==> config.mk <==
export PLATFORM = sky130hd
export DESIGN_NAME = grf_regfile
export DESIGN_NICKNAME = d
export VERILOG_FILES = /design/src/rtl/grf_regfile.sv
export SDC_FILE = /design/constraint.sdc
export NUM_CORES = 2
export LEC_CHECK = 0
export CORE_MARGIN = 3
export CORE_UTILIZATION = 25
export CTS_CLUSTER_DIAMETER = 60
export DETAILED_ROUTE_END_ITERATION = 7
export GPL_TIMING_DRIVEN = 1
export PLACE_DENSITY_LB_ADDON = 0.1
export SLEW_MARGIN = 20
export SYNTH_ARGS = -nofsm -noshare
export SYNTH_HDL_FRONTEND = slang
export SYNTH_SLANG_ARGS = --single-unit
==> constraint.sdc <==
create_clock -name clk -period 3.1 [get_ports clk]
set_input_delay 0.62 -clock clk [delete_from_list [all_inputs] [get_ports clk]]
set_output_delay 0.62 -clock clk [all_outputs]
set_load 0.01 [all_outputs]
==> src/rtl/grf_regfile.sv <==
// rtl/grf_regfile.sv - 32 x 32 MIPS register file, two async reads, one sync write, $0 hardwired to zero.
// Optional macro GRF_BYPASS_EN forwards same-cycle write data onto the read ports.
module grf_regfile #(
    parameter int DW = 32,
    parameter int AW = 5
) (
    input  logic          clk,
    input  logic          reset_n,
    input  logic [AW-1:0] RA1,
    input  logic [AW-1:0] RA2,
    input  logic [AW-1:0] WA,
    input  logic [DW-1:0] WD,
    input  logic          WE,
    output logic [DW-1:0] RD1,
    output logic [DW-1:0] RD2
);

    localparam int NREG = 2 ** AW;

    // Index 0 is never declared: $0 has no storage at all.
    logic [DW-1:0] regs_q [1:NREG-1];
    logic [DW-1:0] regs_d [1:NREG-1];

    logic wr_hit;
    assign wr_hit = WE && (WA != '0);

    always_comb begin
        for (int i = 1; i < NREG; i++) begin
            // WE gates first so unknown WA/WD cannot leak in while writes are disabled.
            if (wr_hit && (WA == AW'(i))) begin
                regs_d[i] = WD;
            end else begin
                regs_d[i] = regs_q[i];
            end
        end
    end

    always_ff @(posedge clk or negedge reset_n) begin
        if (!reset_n) begin
            for (int i = 1; i < NREG; i++) begin
                regs_q[i] <= '0;
            end
        end else begin
            for (int i = 1; i < NREG; i++) begin
                regs_q[i] <= regs_d[i];
            end
        end
    end

    logic [DW-1:0] arr_rd1;
    logic [DW-1:0] arr_rd2;

    always_comb begin
        arr_rd1 = '0;
        arr_rd2 = '0;
        for (int i = 1; i < NREG; i++) begin
            if (RA1 == AW'(i)) arr_rd1 = regs_q[i];
            if (RA2 == AW'(i)) arr_rd2 = regs_q[i];
        end
    end

`ifdef GRF_BYPASS_EN
    // WB and ID share a cycle in the pipelined datapath, so the value being written is forwarded.
    always_comb begin
        RD1 = (wr_hit && (RA1 == WA)) ? WD : arr_rd1;
        RD2 = (wr_hit && (RA2 == WA)) ? WD : arr_rd2;
    end
`else
    always_comb begin
        RD1 = arr_rd1;
        RD2 = arr_rd2;
    end
`endif

endmodule

==> results.json <==
{
  "status": "finished, violations left",
  "violations": "setup timing",
  "grt_usage_pct": 33.63,
  "vias": 58590,
  "hpwl_um": 293300,
  "area_delta_synth_final_pct": 60.10,
  "die_x_um": 478.2,
  "worst_pin_slew_ns": 1.036,
  "setup_ws_ns": -0.6961,
  "critPathRequiredTime_ns": 2.48,
  "synthFlopType": "dfrtp_1",
  "cts-root-buf": "clkbuf_16",
  "holdWs_ns": 0.4420,
  "cap_violations": 0,
  "p_leak_uw": 0.03904,
  "clk_latency_ns": 0.81,
  "drv_slew": 0,
  "ys.warnings.count": 0,
  "numPortBuffers": 113,
  "reg2reg_depth": 3,
  "layout_min_cycle_time_ns": 3.796,
  "syn-cell-area_um2": 55740,
  "ys_ff_latch": 992,
  "start_util_pct": 25.25,
  "hp-class": "in -> async",
  "netlist_instances": 5270,
  "worstReg2RegStart": "regs_q[617]",
  "tns_ns": -33.13,
  "clk_pin_slew_ns": 0.05,
  "final_common_cell": "buf_4",
  "synth_nets": 5320,
  "fill_cells": 21590,
  "core-area_um2": 220800,
  "async_flop_share_pct": 100.0,
  "pre_cts_slack_ns": -2.137,
  "crit_path_start_kind": "input pin",
  "r2r_end": "regs_q[617]",
  "dr.first_iter.drc_count": 6756,
  "rsz0062_at_grt": "yes",
  "drc": 0,
  "cts_buffers": 153,
  "hold_viol_final": 0,
  "avgSynthCellArea_um2": 10.58,
  "htreeDepth": 4,
  "cp_data_arrival_time_ns": 3.18,
  "power_uw": 48480,
  "grt_max_degree": 106,
  "die_area_um2": 228700,
  "wire_per_inst_um": 39.61,
  "finalNetCount": 7012,
  "clock-sinks": 992,
  "synth-edff-count": 0,
  "cp-startpoint": "RA1[1]",
  "rows": 172,
  "drive_gt1_share_pct": 57.90,
  "largest_reg_flops": 992,
  "crit_fanout": 6,
  "antenna_found_initial": 14,
  "fin_crit_sh_pct": 122.5,
  "regToRegSetupSlack_ns": 2.01,
  "cts_buffer_depth": 3,
  "ir_drop_uv": 350.9,
  "grt_overflow": 0,
  "setup.worst_path.class": "in -> out",
  "multi_input_area_um2": 34130,
  "final_area_um2": 89250,
  "top_regs": "regs_q (992)",
  "seq_area_frac_synth_pct": 44.53,
  "end_kind": "primary output",
  "grt_pass1_vias": 57420,
  "most-common-layout-cells": "1,300 x buf_4, 1,029 x mux2_2, 989 x dfrtp_1, 317 x buf_6, 276 x buf_12",
  "antenna_left": 0,
  "pin_count": 114,
  "ys_types": 92,
  "place_congestion": 0.9848,
  "drtPass1Iterations": 5,
  "setup_viol": 64,
  "cts_tree": "built",
  "detail_route.vias_per_cell": 5.832,
  "maxSlewHeadroom_pct": 30.41,
  "powerDensity_nw_per_um2": 543.2,
  "seqCellArea_um2": 24830,
  "fp.dieH_um": 478.2,
  "wl_um": 398000,
  "top_register": "regs_q",
  "placed_area_um2": 72710,
  "fmax_mhz": 263.4,
  "grt_pass1_wl_um": 527900,
  "clock_skew_ns": 0
}
## routing by layer
layer / vias up / track usage [%] / part of all wire (%)
li1: 23460 / - / -
met1: 30960 / 46.47 / 43
met2: 3339 / 49.18 / 42
met3: 830 / 6.039 / 8.4
met4: 4 / 19.10 / 7.0
met5: - / 0 / 0.0065
## critical path, stage by stage
cell,delay (ns)
buf_12,0.12
buf_8,0.12
buf_12,0.14
buf_12,0.12
nor4b_4,0.37
buf_4,0.19
buf_6,0.10
a211oi_4,0.08
a221o_2,0.40
a211oi_4,0.41
buf_4,0.18
o221a_1,0.18
buf_2,0.14
## through the flow
stage	cells	util (%)
3_3_place_gp	9398	32.93
2_1_floorplan	5270	-
5_1_grt	10040	40.41
4_1_cts	9930	39.08
6_report	10050	40.42
3_5_place_dp	9398	32.93
## kinds of logic (layout without fill, tap and decap cells)
logic type	count (synthesis)	count (layout)	share of synthesized area, %
AOI/OAI and AO/OA	1611	1611	18.86
buffers and inverters	537	2350	4.536
DFF	992	992	44.53
muxes	1200	1200	24.03
other	0	6	0
and+or+nand+nor	930	930	8.042
## where the power goes
group / total [µW] / internal (µW) / switching [µW]
clock network: 18300 / 11100 / 7160
logic: 12000 / 5970 / 6070
registers: 18200 / 15500 / 2680
## Yosys cell counts (30+ instances only)
| cell | number | share of area [%] |
|---|---|---|
| mux2_2 | 1034 | 21 |
| dfrtp_1 | 992 | 45 |
| o21ai_0 | 385 | 3.5 |
| a21oi_1 | 351 | 3.2 |
| nor2_1 | 292 | 2.0 |
| nand2_1 | 279 | 1.9 |
| clkbuf_1 | 224 | 1.5 |
| buf_2 | 182 | 1.6 |
| o22ai_1 | 180 | 2.0 |
| mux2i_1 | 156 | 2.8 |
| a22oi_1 | 82 | 1.1 |
| a221oi_1 | 76 | 1.2 |
| nand3_1 | 76 | 0.68 |
| o221ai_1 | 66 | 1.0 |
| a31oi_1 | 64 | 0.72 |
| nor3_1 | 64 | 0.57 |
| buf_1 | 58 | 0.39 |
| a211oi_1 | 56 | 0.75 |
| o211ai_1 | 44 | 0.59 |
| buf_4 | 38 | 0.51 |
| nor2b_1 | 34 | 0.38 |
| a21o_1 | 30 | 0.40 |
## worst max-delay path by stage
stage / end / slack, ns / cells past startpoint
after floorplan: RD1[12] / 0.12 / 8
after global placement: RD1[9] / -2.36 / 13
after detailed placement: RD1[2] / -2.14 / 13
after CTS: RD2[10] / -0.81 / 10
after global routing: RD1[19] / -0.76 / 13
final: RD1[19] / -0.70 / 13
## final cells by class
cell class | count | share of cell area (%)
tap | 2958 | 4.147
timing repair buffer | 2058 | 23.81
inverter | 16 | 0.09253
clock inverter | 74 | 0.9827
sequential | 992 | 27.82
clock buffer | 202 | 4.886
multi-input combinational | 3741 | 38.24
antenna | 6 | 0.01682
## timing repair
action / 4_1_cts / 5_1_grt
pin swaps: 350 / 306
endpoints found under the setup margin: 64 / 64
cloned: 15 / 2
hold endpoints to repair: 5 / 0
gates resized for setup: 1605 / 495
hold buffers: 1 / 0
buffers inserted: 303 / 171
(Power assumes the default switching activity.)
